**config.mk**
```make
export PLATFORM = sky130hd
export DESIGN_NAME = serial_adder
export DESIGN_NICKNAME = d
export VERILOG_FILES = /design/src/rtl/serial_adder_pkg.sv /design/src/rtl/serial_adder_fulladder.sv /design/src/rtl/serial_adder.sv
export SDC_FILE = /design/constraint.sdc
export NUM_CORES = 1
export LEC_CHECK = 0
export CAP_MARGIN = 20
export CELL_PAD_IN_SITES_DETAIL_PLACEMENT = 0
export CELL_PAD_IN_SITES_GLOBAL_PLACEMENT = 1
export CORE_UTILIZATION = 40
export DETAILED_ROUTE_END_ITERATION = 8
export GPL_TIMING_DRIVEN = 0
export PLACE_DENSITY_LB_ADDON = 0.12
export SYNTH_ARGS = -nofsm -noshare
export SYNTH_HDL_FRONTEND = slang
export SYNTH_HIERARCHICAL = 1
export SYNTH_SLANG_ARGS = --single-unit
```
**constraint.sdc**
```tcl
create_clock -name clk -period 1.6 [get_ports clk]
set_input_delay 0.16 -clock clk [delete_from_list [all_inputs] [get_ports clk]]
set_output_delay 0.16 -clock clk [all_outputs]
set_load 0.03 [all_outputs]
```
**src/rtl/serial_adder_pkg.sv**
```systemverilog
// Shared types and defaults for the bit-serial adder.
package serial_adder_pkg;
  localparam int WIDTH_DEF = 8;

  typedef enum logic [1:0] {
    IDLE  = 2'd0,
    SHIFT = 2'd1,
    DONE  = 2'd2
  } state_t;
endpackage

```
**src/rtl/serial_adder_fulladder.sv**
```systemverilog
// One-bit combinational full adder; the only arithmetic in the serial adder.
module fulladder (
  input  logic a,
  input  logic b,
  input  logic cin,
  output logic sumf,
  output logic coutf
);
  assign sumf  = a ^ b ^ cin;
  assign coutf = (a & b) | (cin & (a ^ b));
endmodule

```
**src/rtl/serial_adder.sv**
```systemverilog
// Bit-serial adder: one bit per clock through a single full adder, LSB first.
module serial_adder
  import serial_adder_pkg::*;
#(
  parameter int WIDTH = WIDTH_DEF
) (
  input  logic             clk,
  input  logic             rst,
  input  logic             start,
  input  logic [WIDTH-1:0] a,
  input  logic [WIDTH-1:0] b,
  input  logic             cin,
  output logic             busy,
  output logic             done,
  output logic [WIDTH-1:0] sum,
  output logic             cout
);
  localparam int            CW   = (WIDTH > 1) ? $clog2(WIDTH) : 1;
  localparam logic [CW-1:0] LAST = CW'(WIDTH - 1);

  state_t           r_state;
  logic [WIDTH-1:0] r_a;
  logic [WIDTH-1:0] r_b;
  // Result shifter holds only the WIDTH-1 bits already produced; the
  // current full-adder sum bit completes it on the final edge.
  logic [WIDTH-1:1] r_res;
  logic             r_c;
  logic [CW-1:0]    r_cnt;
  logic             w_s;
  logic             w_co;
  logic [WIDTH-1:0] w_next;

  fulladder u_fa (
    .a    (r_a[0]),
    .b    (r_b[0]),
    .cin  (r_c),
    .sumf (w_s),
    .coutf(w_co)
  );

  assign w_next = {w_s, r_res};

  always_ff @(posedge clk) begin
    if (rst) begin
      r_state <= IDLE;
      r_a     <= '0;
      r_b     <= '0;
      r_res   <= '0;
      r_c     <= 1'b0;
      r_cnt   <= '0;
      busy    <= 1'b0;
      done    <= 1'b0;
      sum     <= '0;
      cout    <= 1'b0;
    end else begin
      done <= 1'b0;
      case (r_state)
        IDLE: begin
          if (start) begin
            r_a     <= a;
            r_b     <= b;
            r_c     <= cin;
            r_cnt   <= '0;
            busy    <= 1'b1;
            r_state <= SHIFT;
          end
        end
        SHIFT: begin
          r_res <= w_next[WIDTH-1:1];
          r_a   <= r_a >> 1;
          r_b   <= r_b >> 1;
          r_c   <= w_co;
          if (r_cnt == LAST) begin
            sum     <= w_next;
            cout    <= w_co;
            busy    <= 1'b0;
            r_state <= DONE;
          end else begin
            r_cnt <= r_cnt + 1'b1;
          end
        end
        DONE: begin
          // done is registered, so the pulse is visible in the cycle after DONE
          done    <= 1'b1;
          r_state <= IDLE;
        end
        default: r_state <= IDLE;
      endcase
    end
  end
endmodule

```
==> flow_results.xml, run 1 <==
<?xml version="1.0" encoding="UTF-8"?>
<metrics>
  <group name="power_and_ir_drop">
    <metric name="power.leakage" unit="uW">0.000841</metric>
    <metric name="fin_total_pwr" unit="uW">2070</metric>
    <metric name="cellPowerDensity" unit="nW/um^2">910</metric>
    <metric name="vdd_ir_drop_max" unit="V">0.000578</metric>
  </group>
  <group name="worst_setup_path">
    <metric name="max_stage_delay" unit="ps">670</metric>
    <metric name="worstPathBufferInverterCount" unit="">1</metric>
    <metric name="endpoint_kind" unit="">output port</metric>
    <metric name="critical_path.slowest_cell" unit="">clkdlybuf4s50_1</metric>
    <metric name="crit_chain" unit="">clkdlybuf4s50_1</metric>
    <metric name="rr_startpoint" unit="">r_cnt[0]$_SDFFE_PP0P_</metric>
    <metric name="timing.setup.critical_path_class" unit="">reg -&gt; out</metric>
    <metric name="cp.arrival" unit="ps">1320</metric>
    <metric name="crit_required" unit="ps">1440</metric>
    <metric name="rr_endpoint" unit="">sum[2]$_SDFFE_PP0P_</metric>
    <metric name="crit_cells" unit="">1</metric>
    <metric name="cp_top_family" unit="">buffers and inverters</metric>
    <metric name="cp_max_fo" unit="">3</metric>
    <metric name="setup.worst_path.start_class" unit="">register</metric>
    <metric name="worstRegToRegCells" unit="">7</metric>
    <metric name="worstSetupEndpoint" unit="">busy</metric>
    <metric name="worst-r2r-setup-slack" unit="ps">200</metric>
    <metric name="timing.critical_path.from" unit="">busy$_SDFFE_PP0P_</metric>
  </group>
  <group name="synthesis">
    <metric name="syn_avg_cell_area" unit="um^2">10.4</metric>
    <metric name="synth_async_reset_ratio" unit="%">0</metric>
    <metric name="synth.area.top_cells" unit="">dfxtp_1, mux2i_1, a211oi_2</metric>
    <metric name="synth-edff-count" unit="">0</metric>
    <metric name="yosysTopAreaCellShare" unit="%">44.0</metric>
    <metric name="synth_compound_area_share" unit="%">17.2</metric>
    <metric name="synth_top_family_by_area" unit="">compound AO/OA/AOI/OAI gates</metric>
    <metric name="synth_fp_nets" unit="">198</metric>
    <metric name="post_synth_fa_ha_maj_area_fraction" unit="%">2.47</metric>
    <metric name="synth_sequential_area_ratio" unit="%">44.0</metric>
    <metric name="synth-warning-count" unit="">6</metric>
    <metric name="synth_most_common_cell" unit="">dfxtp_1</metric>
    <metric name="dominantRegCellSynth" unit="">dfxtp_1</metric>
    <metric name="synth_cell_type_count" unit="">27</metric>
    <metric name="synth.mux.area_fraction" unit="%">12.6</metric>
    <metric name="ys_ff_latch" unit="">40</metric>
    <metric name="synth-simple-area-share" unit="%">16.2</metric>
    <metric name="synth.cells.most_frequent" unit="">dfxtp_1, mux2i_1, a211oi_2, nor2_2, nand3_1</metric>
    <metric name="yosysTopAreaCell" unit="">dfxtp_1</metric>
    <metric name="synth_xor_xnor_area_share" unit="%">0</metric>
    <metric name="syn-cell-area" unit="um^2">1820</metric>
    <metric name="synthesis.instances" unit="">175</metric>
  </group>
  <group name="routing">
    <metric name="routed-via-count" unit="">1360</metric>
    <metric name="drt_pre_antenna_iters" unit="">4</metric>
    <metric name="drtIter0Drc" unit="">47</metric>
    <metric name="routed_wirelength" unit="um">3600</metric>
    <metric name="remaining_drc_errors" unit="">0</metric>
    <metric name="drt-wirelength-per-cell" unit="um">13.6</metric>
    <metric name="route.antenna.remaining_nets" unit="">0</metric>
    <metric name="routed_via_density" unit="">5.13</metric>
  </group>
  <group name="clock_network">
    <metric name="cts_sinks" unit="">40</metric>
    <metric name="clk-insertion-delay-late" unit="ps">290</metric>
    <metric name="clk_root_buffer_cell" unit="">clkbuf_8</metric>
    <metric name="path_clk_slew" unit="ps">80</metric>
    <metric name="cts.htree.levels" unit="">2</metric>
    <metric name="cts_buffers" unit="">5</metric>
    <metric name="cts_max_path_buffers" unit="">2</metric>
    <metric name="cts_tree" unit="">yes</metric>
  </group>
  <group name="layout">
    <metric name="area_added_between_synthesis_and_finish" unit="%">25.0</metric>
    <metric name="nets" unit="">235</metric>
    <metric name="layout.cells.non_filler" unit="">265</metric>
    <metric name="drive_above_1_share" unit="%">24.4</metric>
    <metric name="fillCellCount" unit="">380</metric>
    <metric name="antenna-diode-count" unit="">0</metric>
    <metric name="final_util" unit="%">52.3</metric>
  </group>
  <group name="global_routing">
    <metric name="number_of_global_route_vias_before_repair" unit="">1370</metric>
    <metric name="gr-usage-all-layers" unit="%">16.4</metric>
    <metric name="gr-total-overflow" unit="">0</metric>
    <metric name="grt_max_degree" unit="">13</metric>
    <metric name="antenna_found_initial" unit="">0</metric>
    <metric name="grt_first_pass_wirelength" unit="um">6220</metric>
  </group>
  <group name="place">
    <metric name="finalWeightedCongestion" unit="">0.725</metric>
    <metric name="dp_cells" unit="">256</metric>
    <metric name="dpl.hpwl" unit="um">2650</metric>
    <metric name="buffer_ports.inserted" unit="">29</metric>
  </group>
  <group name="run_status">
    <metric name="status" unit="">complete, no violations</metric>
  </group>
  <group name="floorplan">
    <metric name="die_width" unit="um">69.5</metric>
    <metric name="dieHeight" unit="um">69.5</metric>
    <metric name="top_level_ports" unit="">31</metric>
    <metric name="die-area" unit="um^2">4820</metric>
    <metric name="row_count" unit="">24</metric>
    <metric name="initial_core_util" unit="%">41.8</metric>
    <metric name="core_region_area" unit="um^2">4350</metric>
  </group>
  <group name="sta">
    <metric name="final_max_slew_viol_count" unit="">0</metric>
    <metric name="hold_violations" unit="">0</metric>
    <metric name="totalNegativeSetupSlack" unit="ps">0</metric>
    <metric name="max_slew_margin" unit="%">54.9</metric>
    <metric name="worst_pin_slew" unit="ps">677</metric>
    <metric name="fin_skew" unit="ps">7.76</metric>
    <metric name="max_clock_freq" unit="GHz">0.677</metric>
    <metric name="fin_crit" unit="ps">1480</metric>
    <metric name="finalCritPeriodShare" unit="%">92.3</metric>
    <metric name="setup_viol" unit="">0</metric>
    <metric name="grt_setup_unrepaired" unit="">false</metric>
  </group>
  <group name="job">
    <metric name="cap_violations" unit="">0</metric>
  </group>
  <group name="hold_path">
    <metric name="worstHoldPathType" unit="">in -&gt; reg</metric>
  </group>
</metrics>
[metrics by stage]
step	hold slack [ps]	setup slack, ps	area, um^2
after CTS	221	74.9	2270
after floorplan	308	290	1820
after detailed placement	453	98.8	2180
final	218	123	2280
after global placement	450	142	2180
after global routing	231	60.3	2280
[how the worst min path moves through the flow]
stage,to,from,cells after the start
after floorplan,r_a[7]$_SDFFE_PP0P_,a[7],2
after global placement,sum[7]$_SDFFE_PP0P_,sum[7]$_SDFFE_PP0P_,2
after detailed placement,sum[4]$_SDFFE_PP0P_,sum[4]$_SDFFE_PP0P_,2
after CTS,r_res[7]$_SDFFE_PP0P_,rst,2
after global routing,r_a[1]$_SDFFE_PP0P_,rst,2
final,r_res[7]$_SDFFE_PP0P_,rst,2
[logic make-up after synthesis]
logic type	after synthesis
simple gates	58
flops	40
compound gates	35
mux	23
buf+inv	16
fa+ha+maj	3
[layout by cell type (no fill, tap or decap), drive strengths merged, types with 2 or more instances in the layout]
cell type	Yosys	final
dfxtp	40	40
clkdlybuf4s50	0	29
nor2	26	26
mux2i	23	23
a211oi	15	15
buf	13	14
nand3	13	13
nand2	12	12
a21oi	11	11
clkbuf	2	8
a31oi	3	3
o21bai	2	2
nor2b	2	2
nor3b	2	2
a22oi	2	2
ha	2	2
clkinv	0	2
[cell type report]
type,count,area [um^2],share of cell area [%]
plain buffers,15,134,5.88
multi-input cells,119,882,38.8
well taps,52,65.1,2.86
clock buffers,6,82.6,3.63
repair buffers,30,298,13.1
flip-flops and latches,40,801,35.2
clock inverters,2,10.0,0.440
inverters,1,3.75,0.165
[what timing repair did]
item | in CTS | in global routing
hold buffers | 0 | 0
resized for setup | 0 | 0
setup buffers | 0 | 1
endpoints found under the setup margin | 0 | 3
[registers in the layout (all words and copies together), names as in the netlist]
name / cells
busy: 1
r_c: 1
sum: 8
r_state: 2
r_res: 7
cout: 1
r_b: 8
r_a: 8
r_cnt: 3
done: 1
[power breakdown]
part           internal (uW)  switching, uW  leakage [uW]
sequential              1040           33.7      0.000327
combinational            162            148      0.000463
clock                    344            342     0.0000510
total                   1550            523      0.000841
[routing by layer]
metal  vias to the layer above  track usage [%]  routed length, um
met1                       635             19.5               1720
met2                        25             27.3               1640
li1                        692                -                  -
met5                         -                0                  0
met4                         0             6.12                 64
met3                         8             5.67                173
No activity file was read; power rests on OpenSTA's default activity.
==> inputs of run 2 (changes only) <==
--- a/config.mk
+++ b/config.mk
@@ -8,6 +8,7 @@
 export CAP_MARGIN = 20
 export CELL_PAD_IN_SITES_DETAIL_PLACEMENT = 0
 export CELL_PAD_IN_SITES_GLOBAL_PLACEMENT = 1
+export CORE_MARGIN = 2
 export CORE_UTILIZATION = 40
 export DETAILED_ROUTE_END_ITERATION = 8
 export GPL_TIMING_DRIVEN = 0
==> run 2 against run 1 <==
Against the previous run: fmax is 1.4% lower; utilization is 0.42 points lower; sequential power hardly changed; power is 0.28% higher; non-clock buffer count stayed put; critical path type unchanged; clock power hardly changed; critical endpoint unchanged; highest routed layer unchanged.
==> flow_results.xml, run 2 (synthesis results as in run 1) <==
<?xml version="1.0" encoding="UTF-8"?>
<metrics>
  <group name="floorplan">
    <metric name="dieHeight" unit="um">71.5</metric>
    <metric name="core_region_area" unit="um^2">4380</metric>
    <metric name="die-area" unit="um^2">5110</metric>
    <metric name="die_width" unit="um">71.5</metric>
    <metric name="row_count" unit="">24</metric>
    <metric name="top_level_ports" unit="">31</metric>
    <metric name="initial_core_util" unit="%">41.5</metric>
  </group>
  <group name="layout">
    <metric name="largest_registers" unit="">r_a: 8 flops, r_b: 8 flops, sum: 8 flops</metric>
    <metric name="fillCellCount" unit="">417</metric>
    <metric name="seq_area" unit="um^2">801</metric>
    <metric name="final_util" unit="%">51.9</metric>
    <metric name="area_added_between_synthesis_and_finish" unit="%">24.9</metric>
    <metric name="antenna-diode-count" unit="">0</metric>
    <metric name="drive_above_1_share" unit="%">23.5</metric>
    <metric name="nets" unit="">235</metric>
    <metric name="combined_area_of_the_multi_input_logic_cells" unit="um^2">882</metric>
    <metric name="layout.cells.most_common" unit="">dfxtp_1</metric>
    <metric name="layout_common_cells" unit="">dfxtp_1, clkdlybuf4s50_1, mux2i_1</metric>
  </group>
  <group name="power_and_ir_drop">
    <metric name="fin_total_pwr" unit="uW">2080</metric>
    <metric name="power.leakage" unit="uW">0.000835</metric>
    <metric name="vdd_ir_drop_max" unit="V">0.000452</metric>
    <metric name="cellPowerDensity" unit="nW/um^2">914</metric>
  </group>
  <group name="worst_setup_path">
    <metric name="rr_endpoint" unit="">r_cnt[2]$_SDFFE_PP0P_</metric>
    <metric name="critical_path.slowest_cell" unit="">clkdlybuf4s50_1</metric>
    <metric name="cp_top_family" unit="">buffers and inverters</metric>
    <metric name="max_stage_delay" unit="ps">680</metric>
    <metric name="setup.worst_path.start_class" unit="">register</metric>
    <metric name="crit_cells" unit="">1</metric>
    <metric name="timing.setup.critical_path_class" unit="">reg -&gt; out</metric>
    <metric name="cp.arrival" unit="ps">1340</metric>
    <metric name="crit_chain" unit="">clkdlybuf4s50_1</metric>
    <metric name="worstRegToRegCells" unit="">6</metric>
    <metric name="cp_max_fo" unit="">3</metric>
    <metric name="timing.critical_path.from" unit="">busy$_SDFFE_PP0P_</metric>
    <metric name="worstSetupEndpoint" unit="">busy</metric>
    <metric name="worstPathBufferInverterCount" unit="">1</metric>
    <metric name="crit_required" unit="ps">1440</metric>
    <metric name="endpoint_kind" unit="">output port</metric>
    <metric name="rr_startpoint" unit="">r_cnt[0]$_SDFFE_PP0P_</metric>
    <metric name="worst-r2r-setup-slack" unit="ps">180</metric>
  </group>
  <group name="routing">
    <metric name="routed-via-count" unit="">1370</metric>
    <metric name="remaining_drc_errors" unit="">0</metric>
    <metric name="drt-wirelength-per-cell" unit="um">14.3</metric>
    <metric name="routed_via_density" unit="">5.17</metric>
    <metric name="route.antenna.remaining_nets" unit="">0</metric>
    <metric name="drtIter0Drc" unit="">76</metric>
    <metric name="routed_wirelength" unit="um">3800</metric>
    <metric name="drt_pre_antenna_iters" unit="">4</metric>
  </group>
  <group name="job">
    <metric name="cap_violations" unit="">0</metric>
  </group>
  <group name="clock_network">
    <metric name="cts_tree" unit="">yes</metric>
    <metric name="clk_root_buffer_cell" unit="">clkbuf_8</metric>
    <metric name="cts.htree.levels" unit="">2</metric>
    <metric name="clk-insertion-delay-late" unit="ps">300</metric>
    <metric name="cts_max_path_buffers" unit="">2</metric>
    <metric name="cts_sinks" unit="">40</metric>
    <metric name="cts.hold.buffers_added" unit="">0</metric>
    <metric name="path_clk_slew" unit="ps">80</metric>
    <metric name="cts_buffers" unit="">5</metric>
  </group>
  <group name="global_routing">
    <metric name="gr-total-overflow" unit="">0</metric>
    <metric name="gr-usage-all-layers" unit="%">16.3</metric>
    <metric name="grt_first_pass_wirelength" unit="um">6470</metric>
    <metric name="antenna_found_initial" unit="">0</metric>
    <metric name="grt_max_degree" unit="">12</metric>
    <metric name="number_of_global_route_vias_before_repair" unit="">1412</metric>
  </group>
  <group name="sta">
    <metric name="grt_setup_unrepaired" unit="">false</metric>
    <metric name="hold_violations" unit="">0</metric>
    <metric name="worst_pin_slew" unit="ps">637</metric>
    <metric name="finalCritPeriodShare" unit="%">93.6</metric>
    <metric name="setup_viol" unit="">0</metric>
    <metric name="final_max_slew_viol_count" unit="">0</metric>
    <metric name="fin_skew" unit="ps">12.5</metric>
    <metric name="timing.hold.ws" unit="ps">242</metric>
    <metric name="totalNegativeSetupSlack" unit="ps">0</metric>
    <metric name="max_clock_freq" unit="GHz">0.668</metric>
    <metric name="max_slew_margin" unit="%">57.5</metric>
    <metric name="fin_crit" unit="ps">1500</metric>
  </group>
  <group name="hold_path">
    <metric name="worstHoldPathType" unit="">in -&gt; reg</metric>
    <metric name="hold_path_depth" unit="">2</metric>
  </group>
  <group name="run_status">
    <metric name="status" unit="">complete, no violations</metric>
  </group>
  <group name="place">
    <metric name="dpl.hpwl" unit="um">2770</metric>
    <metric name="finalWeightedCongestion" unit="">0.770</metric>
    <metric name="buffer_ports.inserted" unit="">29</metric>
  </group>
</metrics>
[run 2: changes by cell type in the layout (fill, tap and decap cells not counted), sizes merged]
cell    before  now
clkbuf       8   10
clkinv       2    0
[run 2: layout make-up]
cell class,count,share of cell area [%]
Sequential cell,40,35.2
Clock buffer,8,3.96
Tap cell,52,2.86
Inverter,1,0.165
Timing Repair Buffer,30,13.1
Multi-Input combinational cell,119,38.8
Buffer,15,5.89
[run 2: worst min-delay path by stage]
stage                                   start             endpoint  slack, ps
final                                     rst  r_a[0]$_SDFFE_PP0P_        240
after CTS                                 rst  r_b[0]$_SDFFE_PP0P_        240
after floorplan                          a[7]  r_a[7]$_SDFFE_PP0P_        310
after global placement    sum[0]$_SDFFE_PP0P_  sum[0]$_SDFFE_PP0P_        450
after global routing                      rst  r_b[0]$_SDFFE_PP0P_        240
after detailed placement  sum[0]$_SDFFE_PP0P_  sum[0]$_SDFFE_PP0P_        450
[run 2: through the flow]
| stage | area, um^2 | setup slack (ps) | instances |
|---|---|---|---|
| floorplan | 1820 | 290 | 175 |
| global placement | 2180 | 80.2 | 256 |
| detailed placement | 2180 | 53.2 | 256 |
| CTS | 2270 | 25.8 | 264 |
| global route | 2270 | 21.2 | 265 |
| finish | 2270 | 102 | 265 |
[run 2: routing by layer]
layer,wire (um),vias to the layer above,share of wire [%],global-route usage (%)
met5,0,-,0,0
met1,1740,657,46,19.7
met2,1860,21,49,26.9
li1,-,686,-,-
met4,58,0,1.5,6.29
met3,151,6,4.0,5.34
[run 2: what timing repair did]
action	4_1_cts	5_1_grt
gates resized for setup	0	0
setup buffers	0	1
endpoints found under the setup margin	0	9
[run 2: report_power, final]
group	internal, uW	total [uW]	switching [uW]
registers	1040	1080	35.1
clock network	352	689	338
logic	162	310	148
==> variant 1 (settings of run 1) <==
Register the output `sum` once more, with the module's reset; this adds one clock of latency there. The other outputs are not delayed to match.
--- a/src/rtl/serial_adder.sv
+++ b/src/rtl/serial_adder.sv
@@ -17,6 +17,8 @@
 );
   localparam int            CW   = (WIDTH > 1) ? $clog2(WIDTH) : 1;
   localparam logic [CW-1:0] LAST = CW'(WIDTH - 1);
+
+  logic [WIDTH-1:0] sum_s0;
 
   state_t           r_state;
   logic [WIDTH-1:0] r_a;
@@ -50,7 +52,7 @@
       r_cnt   <= '0;
       busy    <= 1'b0;
       done    <= 1'b0;
-      sum     <= '0;
+      sum_s0  <= '0;
       cout    <= 1'b0;
     end else begin
       done <= 1'b0;
@@ -71,7 +73,7 @@
           r_b   <= r_b >> 1;
           r_c   <= w_co;
           if (r_cnt == LAST) begin
-            sum     <= w_next;
+            sum_s0  <= w_next;
             cout    <= w_co;
             busy    <= 1'b0;
             r_state <= DONE;
@@ -88,5 +90,13 @@
       endcase
     end
   end
+  always_ff @(posedge clk) begin
+    if (rst) begin
+      sum <= '0;
+    end else begin
+      sum <= sum_s0;
+    end
+  end
+
 endmodule
 
Behaviour: not the same (a bounded check fails within 10 cycles, from zero or initial values and one cycle with rst high).
==> variant 1 against run 1 <==
Design area increased by 11%. Total power increased by 19%. Synthesized area increased by 11%. Wire length increased by 4.6%. Fmax decreased by 1.6%. Sequential share of layout area increased by 3.0 points. Sequential cell count increased by 8. Setup slack got worse by 0.024 ns. Largest power group unchanged.
==> variant 1: results (changes against run 1) <==
The tools report the last weighted congestion value of the routability-driven placer as 0.764 (+5.4%). The tools report the initial DRC count as 36 (-23%). Yosys attributes the largest share of cell area to dfxtp_1 48%, mux2i_1 11%, a211oi_2 9.3%, nor2_2 4.6%, nor2b_1 3.1%.

The tools report the sum of met2 wire segment lengths after detailed routing as 1740 um (+6.2%). The post-DP HPWL is 2640 um (-0.69%), and the routed wirelength normalized by instance count is 12.8 um (-5.7%). Fraction of synthesized cell area in xor and xnor cells: 0% (unchanged). The detail-routed via count per cell is 4.85 (-5.5%). The initial antenna violation count was 0 (unchanged).

The arrival time of data at the critical path endpoint is 1.34 ns (+0.02 ns). The met3 layer wire length in the routed design came out at 155 um (-10%). The tree is rooted in a clkbuf_8.

The layout filler cell count is 460 (+21%). The count of port buffers added during placement was 30 (+3.4%); the first-pass iteration count of the detailed router was 4 (unchanged). The flow ran to the end, and the final reports show no timing, DRC or antenna violations.

For the number of nets in the layout, the log shows 249 (+6.0%). Worst-margin pin slew: 0.518 ns (-0.159 ns). The run gives 6 (unchanged) as the count of synthesis-stage warnings from yosys. The slowest stage of the critical path belongs to the cell clkdlybuf4s50_1.

The layout cell share with drive strength beyond 1 was 23.3% (-1.1 points); the adder-cell share of the synthesized area was 2.23% (-0.25 points). Number of H-tree levels: 2 (unchanged). Worst hold-check path type: input port to flip-flop.

The highest net fanout along the worst path came out at 3 (unchanged). The element type at the critical path start is a flip-flop. The run gives 0.30 ns as the insertion delay to the later sink of the worst-skew pair.

The number of gates resized after cts came out at 0 (unchanged). The run gives 0.00560 ns (-0.00216 ns) as the clock skew after layout. The logs give 27 (unchanged) for the unique cell type count in the Yosys netlist and 286 (+12%) for the total placed cells including tap cells. The global-route wire length before repair is 6320 um (+1.6%). After clock tree synthesis, the clock-pin slew on the worst setup and hold paths is 0.09 ns. The routed wire length came out at 3770 um (+4.6%). Number of setup buffers added after CTS: 0 (unchanged). The share of synthesized registers carrying an async set or reset works out to 0% (unchanged).

By count the netlist is led by 48 x dfxtp_1, 23 x mux2i_1, 15 x a211oi_2, 15 x nor2_2, 12 x nand3_1. The proportion of synthesized chip area in sequential cells came out at 47.6% (+3.6 points). For the maximum number of pins on one net before global-route repair, the log shows 16 (+3). The share of the synthesized area in compound gates (AO/OA/AOI/OAI) came out at 15.7% (-1.5 points).

The reported leakage power is 0.925 nW (+10%). Uppermost metal layer occupied by signal nets: met4. For the worst voltage drop across the vdd grid, the log shows 0.000453 V (-22%). Post-synthesis mux area share: 11.4% (-1.3 points). Post-synth net total: 212 (+7.1%). The number of instances in the synthesized netlist was 189 (+8.0%). Critical path's largest stage delay: 0.68 ns. The wire length the detailed router placed on met1 is 1820 um (+5.5%), and the number of diodes is 0 (unchanged). The overall global routing resource usage was 15.7% (-0.75 points).
## variant 1: per-stage QoR
| stage | hold WS [ns] | power [mW] | worst slack (ns) | instance area (um2) |
|---|---|---|---|---|
| finish | 0.435 | 2.46 | 0.0992 | 2520 |
| global route | 0.439 | 2.56 | 0.00436 | 2520 |
| CTS | 0.423 | 2.50 | 0.0896 | 2520 |
| detailed placement | 0.444 | 1.62 | 0.0438 | 2400 |
| global placement | 0.442 | 1.61 | 0.0871 | 2400 |
| floorplan | 0.244 | 1.52 | 0.367 | 2020 |
## variant 1: kinds of logic (layout without fill, tap and decap cells)
family / count (synthesis) / count (layout)
multiplexers: 23 / 23
AO/OA/AOI/OAI: 35 / 35
AND/OR/NAND/NOR: 64 / 64
flip-flops: 48 / 48
buffers and inverters: 16 / 54
adder cells (fa/ha/maj): 3 / 3
## variant 1: path summary, 6_finish.rpt
path	from	to	slack [ns]	cells after the start
worst max-delay path	busy	busy	0.1	1
worst min-delay path	rst	sum[0]	0.44	2
worst max register to register	r_cnt[0]	r_cnt[1]	0.13	5
worst min register to register	sum_s0[5]	sum_s0[5]	0.45	2
## variant 1: final cells by class
class	count	area share, %
clock buffers	5	2.73
multi-input cells	125	37.0
well taps	67	3.33
repair buffers	30	11.9
flip-flops and latches	48	38.2
inverters	1	0.149
clock inverters	3	1.69
plain buffers	15	4.97
## variant 1: routing by layer
layer	GRT usage, %	up-vias
met5	0	-
met2	26.2	27
met4	6.10	0
met1	19.2	666
li1	-	728
met3	4.14	5
## variant 1: power by group
| group | internal, mW | switching, mW | total (mW) |
|---|---|---|---|
| Sequential | 1.24 | 0.0347 | 1.28 |
| Combinational | 0.161 | 0.152 | 0.313 |
| Clock | 0.463 | 0.404 | 0.866 |
==> variant 2 (flow settings as in run 1) <==
Without the edit above. The package constant `WIDTH_DEF` goes from 8 to 4.
--- a/src/rtl/serial_adder_pkg.sv
+++ b/src/rtl/serial_adder_pkg.sv
@@ -1,6 +1,6 @@
 // Shared types and defaults for the bit-serial adder.
 package serial_adder_pkg;
-  localparam int WIDTH_DEF = 8;
+  localparam int WIDTH_DEF = 4;
 
   typedef enum logic [1:0] {
     IDLE  = 2'd0,
Ports: changed (resized a, b and sum); port bits go from 31 to 19. The function was not compared with the original's and may differ.
==> variant 2 against run 1 <==
Setup slack got worse by 0.044 ns. Total power is 48% lower. Synthesized area is 45% lower. Design area is 46% lower. Sequential cell count shrank 17. Global-route usage rose by 0.099 points. Sequential power down 42%. Wire length decreased by 44%. Largest cell class unchanged. Highest routed layer unchanged.
==> variant 2: results (changes against run 1) <==
The global-route wire length before repair was 3280 um (-47%). The maximum count of clock buffers along a single path came out at 2 (unchanged). The maximum number of pins on one net before global-route repair is 14 (+1). Count of port buffers added during placement: 17 (-41%).

The clock-pin transition on the worst setup and hold timing paths is 0.13 ns (+0.05 ns). Counting instances in the post-synthesis netlist gives the leading cell types as 23 x dfxtp_1, 15 x nor2_1, 8 x nand2_1. The clock skew after layout came out at 0.00589 ns (-0.00186 ns). The count of synthesis-stage warnings from yosys was 6 (unchanged); the last weighted congestion value of the routability-driven placer was 0.715 (-1.3%). The logs give 0.31 ns (+0.02 ns) for the insertion delay to the later sink of the worst-skew pair and 3 (-2) for the CTS buffer count. In the post-synthesis netlist, the biggest area contributors are dfxtp_1 46%, nor2_1 5.6%, a211oi_1 5.2%, a21oi_1 3.5%, o2bb2ai_1 3.5%. In this run the critical register-to-register path is launched from r_cnt[0].

The post-placement setup slack was 0.219 ns (+0.120 ns); the fraction of synthesized cell area in xor and xnor cells was 0% (unchanged). The launch point of the critical path is busy. The post-synth net total is 122 (-38%).

Share of the synthesized area in compound gates (AO/OA/AOI/OAI): 21.4% (+4.2 points). The share of synthesized registers carrying an async set or reset was 0% (unchanged); the initial antenna violation count was 0 (unchanged). The number of nets in the layout is 144 (-39%), and the data required time at the worst endpoint is 1.44 ns (about the same).

The logs give 0 (unchanged) for the number of diodes and 12 (-74%) for the initial DRC count. The run finished with clean final reports. Detail-routed via count per cell: 5.27 (+2.8%).

The post-synthesis mux area share came out at 2.99% (-9.7 points). The tools report the reported leakage power as 0.451 nW (-46%). The run gives 4 (unchanged) as the first-pass iteration count of the detailed router. The tools report the worst relative slew slack as 64.0% (+9.1 points). The layout cell share with drive strength beyond 1 is 11.6% (-13 points), and the proportion of synthesized chip area in sequential cells is 45.8% (+1.8 points).

The largest registers in the layout are r_a (4), r_b (4), sum (4). The via count of the first global-routing pass was 708 (-48%); the worst voltage drop across the vdd grid was 0.000383 V (-34%). Post-DP HPWL: 1480 um (-44%).

The run gives 2030 um (-44%) as the routed wire length. The number of H-tree levels was 1 (-1). The number of routed nets with antenna violations is 0 (unchanged), and the layout filler cell count is 223 (-41%). The overall global routing resource usage was 16.5% (+0.099 points); the unique cell type count in the Yosys netlist was 32 (+19%). Startpoint of the worst hold path: start. The tree is rooted in a clkbuf_4. The adder-cell share of the synthesized area is 3.24% (+0.76 points).
-- variant 2: cell count changes in the layout (fill, tap and decap cells not counted), moves of 6 or more --
cell | run 1 | this run
mux2i_1 | 23 | 3
dfxtp_1 | 40 | 23
a211oi_2 | 15 | 1
nor2_2 | 15 | 2
clkdlybuf4s50_1 | 29 | 17
a211oi_1 | 0 | 7
nand3_1 | 13 | 6
clkbuf_8 | 6 | 0
-- variant 2: logic make-up after synthesis --
group / count (synthesis)
compound gates: 30
fa+ha+maj: 2
buf+inv: 11
simple gates: 39
flops: 23
mux: 3
-- variant 2: path summary, 6_finish.rpt --
| path | endpoint | slack [ns] | cells after the start |
|---|---|---|---|
| max reg2reg | sum[3] | 0.32 | 5 |
| min reg2reg | cout | 0.46 | 2 |
| min | r_a[0] | 0.27 | 3 |
| max | busy | 0.08 | 1 |
-- variant 2: per-layer routing --
metal	global-route usage, %	part of all wire (%)
met3	2.63	3.9
met5	0	0
met2	25.9	46
met4	6.76	0.69
met1	22.4	49
-- variant 2: worst register-to-register path, stage by stage (launching register included) --
cell and delay (ns):
dfxtp_1 0.40, ha_1 0.16, buf_2 0.20, nand3b_1 0.20
nand2_1 0.13, a21oi_1 0.07
-- variant 2: area by class of cell --
class                      count  area, um2  share of cell area [%]
buffer                         8       67.6                    5.46
clock buffer                   3       22.5                    1.82
multi-input combinational     74        465                    37.6
tap                           28       35.0                    2.83
inverter                       3       11.3                   0.910
clock inverter                 1       5.00                   0.404
sequential                    23        460                    37.2
timing repair buffer          17        170                    13.8
-- variant 2: where the power goes --
group          internal (mW)  switching [mW]
Combinational         0.0938          0.0894
Clock                 0.0933           0.175
Sequential             0.605          0.0203
Total                  0.792           0.285
-- variant 2: through the flow --
stage | total power [mW] | cell area (um2) | hold slack (ns) | cells
after global placement | 0.817 | 1210 | 0.444 | 153
after CTS | 1.08 | 1240 | 0.264 | 157
final | 1.08 | 1240 | 0.275 | 157
after global routing | 1.13 | 1240 | 0.287 | 157
after detailed placement | 0.822 | 1210 | 0.449 | 153
after floorplan | 0.760 | 1000 | 0.233 | 108
